`src/rtl/branch_history_table_pkg.sv`:
```
// Shared types and constants for the branch history table and related predictors.
//   bht_ctr_t    : 2-bit saturating counter value.
//   STRONG_NT..  : named counter encodings.
//   bht_state_e  : table lifecycle (sweeping after reset, or running).
//   ctr_taken    : helper returning the taken decision encoded by a counter.
package branch_history_table_pkg;

  typedef logic [1:0] bht_ctr_t;

  localparam bht_ctr_t STRONG_NT = 2'b00;
  localparam bht_ctr_t WEAK_NT   = 2'b01;
  localparam bht_ctr_t WEAK_T    = 2'b10;
  localparam bht_ctr_t STRONG_T  = 2'b11;

  typedef enum logic {
    BHT_INIT,
    BHT_RUN
  } bht_state_e;

  // The MSB of a 2-bit counter is the taken/not-taken decision.
  function automatic logic ctr_taken(input bht_ctr_t ctr);
    return ctr[1];
  endfunction

endpackage

```
`src/rtl/sat_counter_2b.sv`:
```
// Combinational next-value function of a 2-bit saturating counter.
//   i_ctr      : current counter value.
//   i_taken    : resolved outcome; 1 counts up, 0 counts down.
//   o_ctr_next : updated value, clamped at STRONG_NT and STRONG_T.
module sat_counter_2b
  import branch_history_table_pkg::*;
(
  input  logic [1:0] i_ctr,
  input  logic       i_taken,
  output logic [1:0] o_ctr_next
);

  always_comb begin
    o_ctr_next = i_ctr;
    if (i_taken) begin
      if (i_ctr != STRONG_T) o_ctr_next = i_ctr + 2'b01;
    end else begin
      if (i_ctr != STRONG_NT) o_ctr_next = i_ctr - 2'b01;
    end
  end

endmodule

```
`src/rtl/branch_history_table.sv`:
```
// Direct-mapped table of 2-bit saturating counters giving a fetch-stage taken prediction.
// After reset an init sweep rewrites every entry with INIT_STATE; until it completes the
// static backward-taken/forward-not-taken rule is used.
//   i_clk, i_reset            : clock, synchronous active-high reset.
//   i_pc, i_branch_target     : fetch PC and computed target (target only used by static rule).
//   i_jump, i_branch          : instruction class of the fetched instruction.
//   o_branch_predicted_taken  : combinational prediction.
//   o_init_done               : sweep finished, dynamic prediction active.
//   i_update_valid/_pc/_taken : resolved conditional branch from execute.
module branch_history_table
  import branch_history_table_pkg::*;
#(
  parameter int unsigned XLEN       = 32,
  parameter int unsigned INDEX_BITS = 6,
  parameter logic [1:0]  INIT_STATE = 2'b01
) (
  input  logic            i_clk,
  input  logic            i_reset,
  input  logic [XLEN-1:0] i_pc,
  input  logic [XLEN-1:0] i_branch_target,
  input  logic            i_jump,
  input  logic            i_branch,
  output logic            o_branch_predicted_taken,
  output logic            o_init_done,
  input  logic            i_update_valid,
  input  logic [XLEN-1:0] i_update_pc,
  input  logic            i_update_taken
);

  localparam int unsigned Entries = 1 << INDEX_BITS;
  localparam logic [INDEX_BITS:0] SweepLast = (INDEX_BITS + 1)'(Entries - 1);

  bht_ctr_t             r_table [Entries];
  bht_state_e           r_state;
  bht_state_e           w_state_next;
  logic [INDEX_BITS:0]  r_sweep;
  logic [INDEX_BITS:0]  w_sweep_next;

  logic [INDEX_BITS-1:0] w_rd_idx;
  logic [INDEX_BITS-1:0] w_upd_idx;
  bht_ctr_t              w_rd_ctr;
  bht_ctr_t              w_upd_ctr;
  bht_ctr_t              w_upd_next;
  logic                  w_run;

  logic                  w_wr_en;
  logic [INDEX_BITS-1:0] w_wr_idx;
  bht_ctr_t              w_wr_data;

  // PC bits outside the index field do not participate in the lookup.
  logic w_unused_pc;
  assign w_unused_pc = ^{i_pc[XLEN-1:INDEX_BITS+2], i_pc[1:0],
                         i_update_pc[XLEN-1:INDEX_BITS+2], i_update_pc[1:0]};

  assign w_rd_idx  = i_pc[INDEX_BITS+1:2];
  assign w_upd_idx = i_update_pc[INDEX_BITS+1:2];
  assign w_rd_ctr  = r_table[w_rd_idx];
  assign w_upd_ctr = r_table[w_upd_idx];

  sat_counter_2b u_upd_ctr (
    .i_ctr      (w_upd_ctr),
    .i_taken    (i_update_taken),
    .o_ctr_next (w_upd_next)
  );

  // Reset forces the static rule immediately, not only from the next edge.
  assign w_run       = (r_state == BHT_RUN) && !i_reset;
  assign o_init_done = w_run;

  // Next-state and single table write port: sweep in INIT, training updates in RUN.
  always_comb begin
    w_state_next = r_state;
    w_sweep_next = r_sweep;
    w_wr_en      = 1'b0;
    w_wr_idx     = w_upd_idx;
    w_wr_data    = w_upd_next;
    unique case (r_state)
      BHT_INIT: begin
        w_wr_en      = 1'b1;
        w_wr_idx     = r_sweep[INDEX_BITS-1:0];
        w_wr_data    = INIT_STATE;
        w_sweep_next = r_sweep + 1'b1;
        if (r_sweep == SweepLast) w_state_next = BHT_RUN;
      end
      BHT_RUN: begin
        w_wr_en = i_update_valid;
      end
      default: begin
        w_state_next = BHT_INIT;
      end
    endcase
  end

  always_ff @(posedge i_clk) begin
    if (i_reset) begin
      r_state <= BHT_INIT;
      r_sweep <= '0;
    end else begin
      r_state <= w_state_next;
      r_sweep <= w_sweep_next;
    end
  end

  // Table storage has no reset; the sweep is what initialises it.
  always_ff @(posedge i_clk) begin
    if (!i_reset && w_wr_en) r_table[w_wr_idx] <= w_wr_data;
  end

  // Read-before-write: lookup sees the counter value from before any same-cycle update.
  always_comb begin
    o_branch_predicted_taken = 1'b0;
    if (i_jump) begin
      o_branch_predicted_taken = 1'b1;
    end else if (i_branch) begin
      if (w_run) o_branch_predicted_taken = ctr_taken(w_rd_ctr);
      else       o_branch_predicted_taken = (i_branch_target < i_pc);
    end
  end

endmodule

```
`config.mk`:
```
export PLATFORM = sky130hd
export DESIGN_NAME = branch_history_table
export DESIGN_NICKNAME = d
export VERILOG_FILES = /design/src/rtl/branch_history_table_pkg.sv /design/src/rtl/sat_counter_2b.sv /design/src/rtl/branch_history_table.sv
export SDC_FILE = /design/constraint.sdc
export NUM_CORES = 1
export LEC_CHECK = 0
export CORE_MARGIN = 5
export CORE_UTILIZATION = 64
export CTS_CLUSTER_DIAMETER = 120
export CTS_CLUSTER_SIZE = 8
export DETAILED_ROUTE_END_ITERATION = 16
export DONT_BUFFER_PORTS = 1
export GPL_ROUTABILITY_DRIVEN = 0
export HOLD_SLACK_MARGIN = 0.15
export PLACE_DENSITY = 0.8
export SLEW_MARGIN = 25
export SYNTH_ARGS = -nofsm -noshare
export SYNTH_HDL_FRONTEND = slang
export SYNTH_HIERARCHICAL = 1
export SYNTH_SLANG_ARGS = --single-unit
```
`constraint.sdc`:
```
create_clock -name i_clk -period 4.15 [get_ports i_clk]
set_input_delay 0.415 -clock i_clk [delete_from_list [all_inputs] [get_ports i_clk]]
set_output_delay 0.415 -clock i_clk [all_outputs]
set_load 0.005 [all_outputs]
```
Word level (Yosys, flattened, before mapping)
Memory sizes are Yosys's and may differ from the RTL's.
Index checks and enable logic that the tools add are counted.

cells by class
  magnitude comparators = 1
  reduce and logical (&&, ||, !) cells = 4
  bitwise gates (word level) = 1
  equal/unequal tests = 2
  $add $sub $neg = 3
  mux-type cells = 13

operators with widths
  cell                                                  count
  less-than comparator 32 bit                           1
  2-to-1 mux 2 bit                                      4
  adder 7 x 1 -> 7 bit (second input constant)          1
  equality test 7 x 6 -> 1 bit (second input constant)  1
  2-to-1 mux 1 bit                                      7
  2-to-1 mux 6 bit                                      1
  adder 2 x 1 -> 2 bit (second input constant)          1
  logical AND 1 bit                                     2
  inequality test 2 bit (second input constant)         1
  one-hot mux 1 bit (2 select lines)                    1
  nonzero test 2 bit                                    1
  subtractor 2 x 1 -> 2 bit (second input constant)     1
  zero test 1 bit                                       1
  NOT 1 bit                                             1

storage, ports and cells
  input port bits = 102
  output and inout bits = 2
  bits in registers = 8
  word-level logic and storage cells = 27
  memories kept = 1
  RAM bits = 128

memories
  name     depth  width  read ports  clocked after Yosys merged registers in  write ports  line                        source
  r_table  64     2      2           0                                        1            branch_history_table.sv:33  bht_ctr_t r_table [Entries];

Logic depth before layout (Yosys ltp)
Gate-level depths: netlist (run 1).

  depth after elaboration = 5
  gate-level depth with buffers = 10
  gate-level depth less buffers = 8

By module
Netlist (run 1), hierarchy kept.

by module, submodules not included
  module                cells each  instances  area each (um^2)
  branch_history_table  508         1          7088.0
  sat_counter_2b        3           1          26.3

Least setup slack after synthesis (run 1)
Ideal clock, no wire load.

  path type = input to register
  start = input port i_update_pc[3]
  end = memory r_table[0][0] (netlist bit), data pin
  stages on the path = 7
  buffers on the path = 2
  path slack = 319 ps
  required time = 3631 ps
  arrival time = 3312 ps
  library setup time = 519 ps
  cells stage by stage = clkbuf_1 -> buf_1 -> mux4_2 -> mux4_2 -> mux4_2 -> maj3_2 -> nand2b_1

between the ends
  longest elaborated chain between the ends = 5
  elaborated cells between the ends (all ways) = 9

ends and longest elaborated chain
  what                                                         line                                        source
  from (decl)                                                  branch_history_table.sv:26                  input logic [XLEN-1:0] i_update_pc,
  memory (64 x 2 bit) (*)                                      --
  named net w_upd_ctr[1]                                       branch_history_table.sv:42                  bht_ctr_t w_upd_ctr;
  inequality test 2 bit or nonzero test 2 bit (tied branches)  sat_counter_2b.sv:16, sat_counter_2b.sv:18
  2-to-1 mux 2 bit, on equally long branches                   sat_counter_2b.sv:16, sat_counter_2b.sv:18
  2-to-1 mux 2 bit (*)                                         sat_counter_2b.sv:15                        if (i_taken) begin
  named net w_upd_next[0]                                      branch_history_table.sv:43                  bht_ctr_t w_upd_next;
  2-to-1 mux 2 bit (*)                                         branch_history_table.sv:77                  unique case (r_state)
  named net w_wr_data[0]                                       branch_history_table.sv:48                  bht_ctr_t w_wr_data;
  to (decl)                                                    branch_history_table.sv:33

The timed path passes the listed nets; every way through them passes the cells marked *.

==> flow_metrics.tcl, run 1 <==
set metrics [dict create \
    min_period_ps 3330 \
    clock_skew_ps 9.43 \
    drt-pass1-iter-count 5 \
    cts_root_buffer "clkbuf_8" \
    dieArea_um2 13300 \
    yosysUniqueCellTypes 49 \
    power_density_nw_per_um2 403 \
    cts_made_buffers 17 \
    hold_path_class "primary input to flop" \
    cap_viol_max_count 0 \
    preCtsSetupSlack_ps 842 \
    vdd_drop_max_uv 506 \
    cts_max_path_buffers 2 \
    start_kind "flop" \
    clock_sinks 136 \
    num_rows 38 \
    finalSetupViolations 0 \
    nets 648 \
    holdPathStages 2 \
    startpoint "r_table[7][1]" \
    max_freq_ghz 0.300 \
    min_from "i_update_pc[3]" \
    grtUsageTotal_pct 25.3 \
    arrival_ps 3540 \
    hpwlAfterDp_um 10900 \
    cts_hold_buf 1 \
    tns_ps 0 \
    nFillCells 702 \
    setup_slack_ps 820 \
    cts-resized-gates 0 \
    grt_pass1_wl_um 24500 \
    clkLatencyLatePin_ps 520 \
    start_util_pct 65.3 \
    crit_type "flop to flop" \
    reg2regPathDepth 6 \
    hold_viol_final 0 \
    area_delta_synth_final_pct 9.60 \
    clkTransAtPathRegs_ps 60 \
    yosys_register_bits 136 \
    cts_tree "built" \
    post_cts.repair.setup_buffers 0 \
    synth-edff-count 128 \
    drc 0 \
    slew_viol_final 0 \
    syn_area_um2 7110 \
    tightestPinTransition_ps 722 \
    rr_endpoint "r_table[7][1]" \
    synth_cells 511 \
    vias_per_cell 6.74 \
    endpoint_kind "flop" \
    syn_avg_cell_area_um2 13.9 \
    fp.dieW_um 115 \
    r2r_setup_slack_ps 820 \
    ant_nets 0 \
    synth-main-ff-cell "edfxtp_1" \
    routed-via-count 4488 \
    ys_seq_area_share_pct 56.3 \
    drive_gt1_share_pct 16.9 \
    yosysWarnings 6 \
    wire_per_inst_um 24.3 \
    antenna_found_initial 0 \
    gr-total-overflow 0 \
    async_flop_share_pct 0 \
    fin_crit_sh_pct 80.2 \
    die_y_um 115 \
    io_buffers 0 \
    critPathRequiredTime_ps 4360 \
    grt_max_degree 65 \
    cp_max_fo 44 \
    io_pins 104 \
    core_area_um2 10900 \
    syn_nets 645 \
    hold_end "r_table[44][1]" \
    reg2reg_from "r_table[7][1]" \
    htreeDepth 4 \
    status "completed" \
    power.total_w 0.00314 \
    drt_iter0_markers 536 \
    rsz0062_at_grt "false" \
    routed_wl_um 16200 \
    p_leak_nw 2.87 \
    slew_headroom_pct 51.9 \
    diodes 0 \
    first_global_vias 4491 \
]
-- worst max-delay path by stage --
stage	endpoint	slack, ps
floorplan	r_table[0][0]	320
global placement	r_table[40][1]	880
detailed placement	r_table[40][1]	840
CTS	r_table[7][1]	840
global route	r_table[3][1]	720
finish	r_table[7][1]	820
-- logic make-up (layout without fill, tap and decap cells) --
family          count (synthesis)  after routing  synth area share, %
simple gates                  154            154                 9.43
flops                         136            136                 56.3
mux                            69             69                 18.9
compound gates                 57             57                 5.65
buf+inv                        57             72                 3.34
fa+ha+maj                      34             34                 5.94
xor+xnor                        4              4                0.493
-- metrics by stage --
stage                     utilization, %  cell area (um^2)  cells  hold slack [ps]
after global routing                71.6              7800    666              308
after global placement              66.2              7210    634              460
final                               71.6              7800    666              318
after CTS                           71.6              7800    666              280
after detailed placement            66.2              7210    634              481
after floorplan                        -              7110    511              459
-- layout by cell type, fill, tap and decap left out, types with 7 or more instances in the layout --
cell / count
nor2b_1: 7
inv_1: 36
edfxtp_1: 128
nand2_1: 36
a21o_1: 12
nand3_1: 9
ha_1: 32
nor2_1: 80
clkbuf_16: 16
a21oi_1: 12
dfxtp_1: 7
mux2i_1: 16
mux4_2: 52
-- area by class of cell --
| type | count | area, um^2 | area share (%) |
|---|---|---|---|
| repair buffers | 4 | 32.5 | 0.417 |
| multi-input cells | 318 | 2870 | 36.8 |
| well taps | 140 | 175 | 2.25 |
| flip-flops and latches | 136 | 4010 | 51.4 |
| clock buffers | 18 | 418 | 5.36 |
| inverters | 37 | 139 | 1.78 |
| clock inverters | 13 | 155 | 1.99 |
-- routing by layer --
metal  part of all wire (%)  GRT usage, %  vias up
met1                     36          31.3     2241
met3                     10          6.58       31
met2                     52          44.1      245
met5                      0             0        -
met4                    1.8          7.51        0
li1                       -             -     1971
-- state kept, by name (all words and copies together) (netlist names) --
| name | cells |
|---|---|
| r_state | 1 |
| r_sweep | 7 |
| r_table | 128 |
-- report_power, final --
| group | switching [W] | internal [W] |
|---|---|---|
| clock | 0.000553 | 0.000906 |
| combinational | 0.0000904 | 0.000106 |
| sequential | 0.00000585 | 0.00148 |
| total | 0.000649 | 0.00250 |
-- Yosys cell counts, drive strengths merged, types with 2 or more instances --
cell | instances | share of area (%)
buf | 11 | 0.90
nand2 | 36 | 1.9
and2 | 2 | 0.18
o32ai | 3 | 0.37
a21oi | 12 | 0.84
o22ai | 3 | 0.26
nor2 | 80 | 4.2
nand3 | 9 | 0.63
a22oi | 2 | 0.21
ha | 32 | 5.6
a22o | 2 | 0.25
and4 | 4 | 0.49
nor2b | 7 | 0.62
maj3 | 2 | 0.32
nand4 | 2 | 0.18
mux4 | 52 | 16
clkbuf | 9 | 0.49
or3 | 4 | 0.35
mux2i | 16 | 2.3
a2111oi | 4 | 0.49
a21o | 12 | 1.3
xnor2 | 3 | 0.37
edfxtp | 128 | 54
o21ai | 5 | 0.35
nand2b | 6 | 0.53
o221ai | 2 | 0.25
dfxtp | 8 | 2.3
a31oi | 4 | 0.35
inv | 37 | 2.0
-- critical path, stage by stage, from the launching register on --
cell,delay (ps)
edfxtp_1,410
mux4_2,480
mux4_2,530
mux4_2,490
maj3_2,310
and2_1,390
buf_4,380
Note: power is estimated with default switching activity, not from simulation.
==> inputs of run 2 (changes only) <==
==> constraint.sdc (replaced) <==
create_clock -name i_clk -period 3.3 [get_ports i_clk]
set_input_delay 0.33 -clock i_clk [delete_from_list [all_inputs] [get_ports i_clk]]
set_output_delay 0.33 -clock i_clk [all_outputs]
set_load 0.005 [all_outputs]
==> flow_metrics.tcl, run 2 (synthesized netlist as in run 1, its figures left out) <==
set metrics [dict create \
    p_int_w 0.00306 \
    routed_wl_um 15600 \
    cts_root_buffer "clkbuf_8" \
    clkTransAtPathRegs_ps 60 \
    final_cell_mix "128 x edfxtp_1, 80 x nor2_1, 52 x mux4_2" \
    grt_pass1_wl_um 24000 \
    seq_power_share_pct 48.7 \
    diodes 0 \
    use_met2_pct 40.7 \
    ant_nets 0 \
    cap_viol_max_count 0 \
    cts_made_buffers 17 \
    fp.dieW_um 115 \
    clock_sinks 136 \
    tightestPinTransition_ps 671 \
    hpwlAfterDp_um 10600 \
    power.total_w 0.00384 \
    reg2regPathDepth 5 \
    multi_input_area_um2 2880 \
    area_delta_synth_final_pct 9.37 \
    crit_type "flop to flop" \
    use_met1_pct 32.2 \
    clock_skew_ps 6.67 \
    num_rows 38 \
    routed-via-count 4422 \
    rsz0062_at_grt "false" \
    drt-pass1-iter-count 5 \
    critPathRequiredTime_ps 3420 \
    nFillCells 680 \
    comb_power_share_pct 6.4 \
    start_kind "flop" \
    regMostFlops "r_table" \
    hold_path_class "primary input to flop" \
    endpoint_kind "flop" \
    p_switching_w 0.000780 \
    nets 648 \
    hold_viol_final 0 \
    dieArea_um2 13300 \
    grt-busiest-layer "met2" \
    io_buffers 0 \
    vias_per_cell 6.63 \
    min_period_ps 3110 \
    arrival_ps 3230 \
    start_util_pct 65.3 \
    finalSetupViolations 0 \
    core_area_um2 10900 \
    cts-resized-gates 0 \
    holdPathStages 2 \
    drt_iter0_markers 437 \
    fin_crit_sh_pct 94.3 \
    layout_commonest_cell "edfxtp_1" \
    grt_max_degree 65 \
    wire_per_inst_um 23.3 \
    ff_latch_area_um2 4000 \
    first_global_vias 4454 \
    gr-total-overflow 0 \
    slew_viol_final 0 \
    power_density_nw_per_um2 494 \
    cts_max_path_buffers 2 \
    cts_tree "built" \
    io_pins 104 \
    status "completed" \
    antenna_found_initial 0 \
    p_sw_share_pct 20.3 \
    max_freq_ghz 0.321 \
    slew_headroom_pct 55.2 \
    top_regs "r_table x128, r_sweep x7, r_state x1" \
    grtUsageTotal_pct 24.8 \
    tns_ps 0 \
    drive_gt1_share_pct 16.3 \
    largest_reg_flops 128 \
    power.share.clock_pct 44.8 \
    die_y_um 115 \
    vdd_drop_max_uv 487 \
    grt_use_met3_pct 6.79 \
    p_leak_nw 2.87 \
    clkLatencyLatePin_ps 520 \
    htreeDepth 4 \
    drc 0 \
    cp_max_fo 64 \
]
[run 2: per-layer routing]
metal / up-vias / share of wire (%)
met4: 0 / 2.1
met5: - / 0
met3: 28 / 10
met2: 244 / 49
li1: 1969 / -
met1: 2181 / 38
[run 2: critical path, cell delays in order (launching register included)]
cell and delay, ps:
edfxtp_1 410, mux4_2 490, mux4_2 530, mux4_2 500, maj3_2 320, nand2b_4 440
[run 2: final cells by class]
type,count,share of cell area (%)
Timing Repair Buffer,4,0.579
Inverter,37,1.78
Tap cell,140,2.25
Clock inverter,10,1.33
Multi-Input combinational cell,318,37.0
Sequential cell,136,51.5
Clock buffer,22,5.56
[run 2: worst paths after layout]
check	endpoint	slack (ps)	startpoint
setup / recovery	r_table[57][0]	190	r_table[7][1]
setup reg to reg	r_table[57][0]	190	r_table[7][1]
hold / removal	r_table[45][1]	220	i_update_pc[3]
hold reg to reg	r_sweep[6]	520	r_sweep[6]
[run 2: stage by stage]
step	cells	hold slack, ps	area [um^2]	utilization [%]	setup WS (ps)
after CTS	667	184	7780	71.5	170
final	667	217	7780	71.5	187
after detailed placement	634	405	7230	66.4	178
after global placement	634	402	7230	66.4	322
after floorplan	511	459	7120	-	29.9
after global routing	667	194	7780	71.5	66.2
[run 2: timing repair]
item,CTS,global route
buffers inserted,0,0
endpoints found under the hold margin,8,0
hold buffers,1,0
endpoints found under the setup margin,0,0
[run 2: power by group through the flow]
| stage | clock network [W] | logic (W) | registers [W] |
|---|---|---|---|
| after floorplan | 0 | 0.000227 | 0.00190 |
| after global placement | 0 | 0.000231 | 0.00191 |
| after detailed placement | 0 | 0.000242 | 0.00191 |
| after CTS | 0.00174 | 0.000247 | 0.00187 |
| after global routing | 0.00182 | 0.000273 | 0.00187 |
| final | 0.00172 | 0.000247 | 0.00187 |
==> inputs of run 3 (changes only) <==
--- a/config.mk
+++ b/config.mk
@@ -5,6 +5,7 @@
 export SDC_FILE = /design/constraint.sdc
 export NUM_CORES = 1
 export LEC_CHECK = 0
+export ABC_AREA = 1
 export CORE_MARGIN = 5
 export CORE_UTILIZATION = 64
 export CTS_CLUSTER_DIAMETER = 120
==> flow_metrics.tcl, run 3 <==
set metrics [dict create \
    final_cells 996 \
    yosys_register_bits 136 \
    cts_root_buffer "clkbuf_16" \
    p_leak_nw 3.23 \
    grt_pass1_wl_um 31600 \
    tns_ps 0 \
    final_cell_mix "157 x nand2_1, 140 x nor2_1, 128 x edfxtp_1" \
    drive_gt1_share_pct 8.09 \
    finalSetupViolations 0 \
    vias_per_cell 6.40 \
    yosysWarnings 6 \
    start_kind "flop" \
    min_period_ps 2530 \
    endpoint_kind "flop" \
    regMostFlops "r_table" \
    yosys-top-cells-area "edfxtp_1 51%, nand2_1 7.8%, nor2_1 6.9%" \
    num_rows 39 \
    routed-via-count 6370 \
    placedInstanceArea_um2 7600 \
    utilization_pct 72.0 \
    grt-busiest-layer "met2" \
    critPathCapture "r_table[51][1]" \
    synth-main-ff-cell "edfxtp_1" \
    placed_cells 964 \
    cts_max_path_buffers 2 \
    synth_cells 855 \
    yosysTopAreaCell "edfxtp_1" \
    start_util_pct 65.8 \
    ant_nets 0 \
    ys_seq_area_share_pct 52.8 \
    fin_crit_sh_pct 76.7 \
    drt-pass1-iter-count 7 \
    area_delta_synth_final_pct 9.41 \
    cts_tree "built" \
    power_density_nw_per_um2 530 \
    grt_max_degree 78 \
    io_pins 104 \
    reg2regPathDepth 6 \
    drt_iter0_markers 883 \
    critPathRequiredTime_ps 3400 \
    use_met1_pct 36.0 \
    rr_endpoint "r_table[51][1]" \
    first_global_vias 6193 \
    tightestPinTransition_ps 766 \
    cap_viol_max_count 0 \
    synth_common_cells "157 x nand2_1, 140 x nor2_1, 128 x edfxtp_1, 80 x inv_1, 74 x o21ai_0" \
    htreeDepth 4 \
    clock_skew_ps 7.42 \
    wire_per_inst_um 20.2 \
    rsz0062_at_grt "false" \
    drc 0 \
    gr-total-overflow 0 \
    status "completed" \
    reg2reg_from "r_state" \
    hpwlAfterDp_um 12200 \
    clkLatencyLatePin_ps 420 \
    fin_area_um2 8290 \
    crit_type "flop to flop" \
    vdd_drop_max_uv 353 \
    grtUsageTotal_pct 28.4 \
    largest_reg_flops 128 \
    dieArea_um2 14100 \
    startpoint "r_state" \
    io_buffers 0 \
    diodes 0 \
    yosysUniqueCellTypes 34 \
    antenna_found_initial 0 \
    async_flop_share_pct 0 \
    cts_made_buffers 17 \
    max_freq_ghz 0.395 \
    cp_max_fo 17 \
    layout_commonest_cell "nand2_1" \
    fp.dieW_um 119 \
    use_met2_pct 46.9 \
    hold_viol_final 0 \
    hold_path_class "primary input to flop" \
    grt_use_met3_pct 7.63 \
    clkTransAtPathRegs_ps 60 \
    top_regs "r_table x128, r_sweep x7, r_state x1" \
    die_y_um 119 \
    slew_viol_final 0 \
    syn_avg_cell_area_um2 8.86 \
    syn_nets 989 \
    slew_headroom_pct 48.9 \
    netlist.area_leader.share_pct 50.7 \
    synth.most_common_cell "nand2_1" \
    r2r_setup_slack_ps 770 \
    synth-edff-count 128 \
    routed_wl_um 20100 \
    clock_sinks 136 \
    arrival_ps 2630 \
    syn_area_um2 7580 \
    core_area_um2 11500 \
    nets 975 \
]
==> run 3: layout make-up <==
class | instances | area [um^2]
multi-input cells | 590 | 3020
well taps | 143 | 179
clock buffers | 18 | 429
flip-flops and latches | 136 | 4000
clock inverters | 13 | 251
repair buffers | 4 | 57.6
fillers | 812 | 3220
inverters | 92 | 350
==> run 3: how the worst min path moves through the flow <==
stage	startpoint	end	cells after the start
2_1_floorplan	r_sweep[6]	r_sweep[6]	2
3_3_place_gp	i_reset	r_sweep[5]	1
3_5_place_dp	i_reset	r_sweep[5]	1
4_1_cts	i_reset	r_state	3
5_1_grt	i_reset	r_state	3
6_report	i_reset	r_state	3
==> run 3: routing by layer <==
layer,wire length [um],part of all wire [%]
met1,7350,37
met2,9680,48
met3,2390,12
met4,642,3.2
met5,26,0.13
==> run 3: critical path, stage by stage, from the launching register on <==
cell and delay (ps):
dfxtp_1 810, nand2_1 140, o21ai_2 150, inv_2 180, nor2_1 230, nand3_2 360
nor2_1 340
==> run 3: repair_timing <==
| action | CTS | global route |
|---|---|---|
| setup buffers | 0 | 0 |
| endpoints found under the hold margin | 7 | 0 |
| resized for setup | 0 | 0 |
| hold buffers | 1 | 0 |
==> run 3: cells by family after synthesis <==
logic type,synth area share (%)
XOR/XNOR,0.116
adder cells (fa/ha/maj),5.28
flip-flops,52.8
buffers and inverters,7.31
AND/OR/NAND/NOR,22.9
AO/OA/AOI/OAI,11.6
==> run 3: stage by stage <==
step	setup WS, ps	hold WS (ps)	total power, W
2_1_floorplan	782	444	0.00218
3_3_place_gp	496	404	0.00221
3_5_place_dp	495	408	0.00223
4_1_cts	816	168	0.00439
5_1_grt	663	237	0.00452
6_report	769	171	0.00439
==> run 3: power breakdown <==
| group | switching (W) | total [W] | leakage (nW) | internal, W |
|---|---|---|---|---|
| Sequential | 0.00000484 | 0.00187 | 1.25 | 0.00187 |
| Combinational | 0.000222 | 0.000335 | 1.65 | 0.000113 |
| Clock | 0.000700 | 0.00219 | 0.324 | 0.00149 |
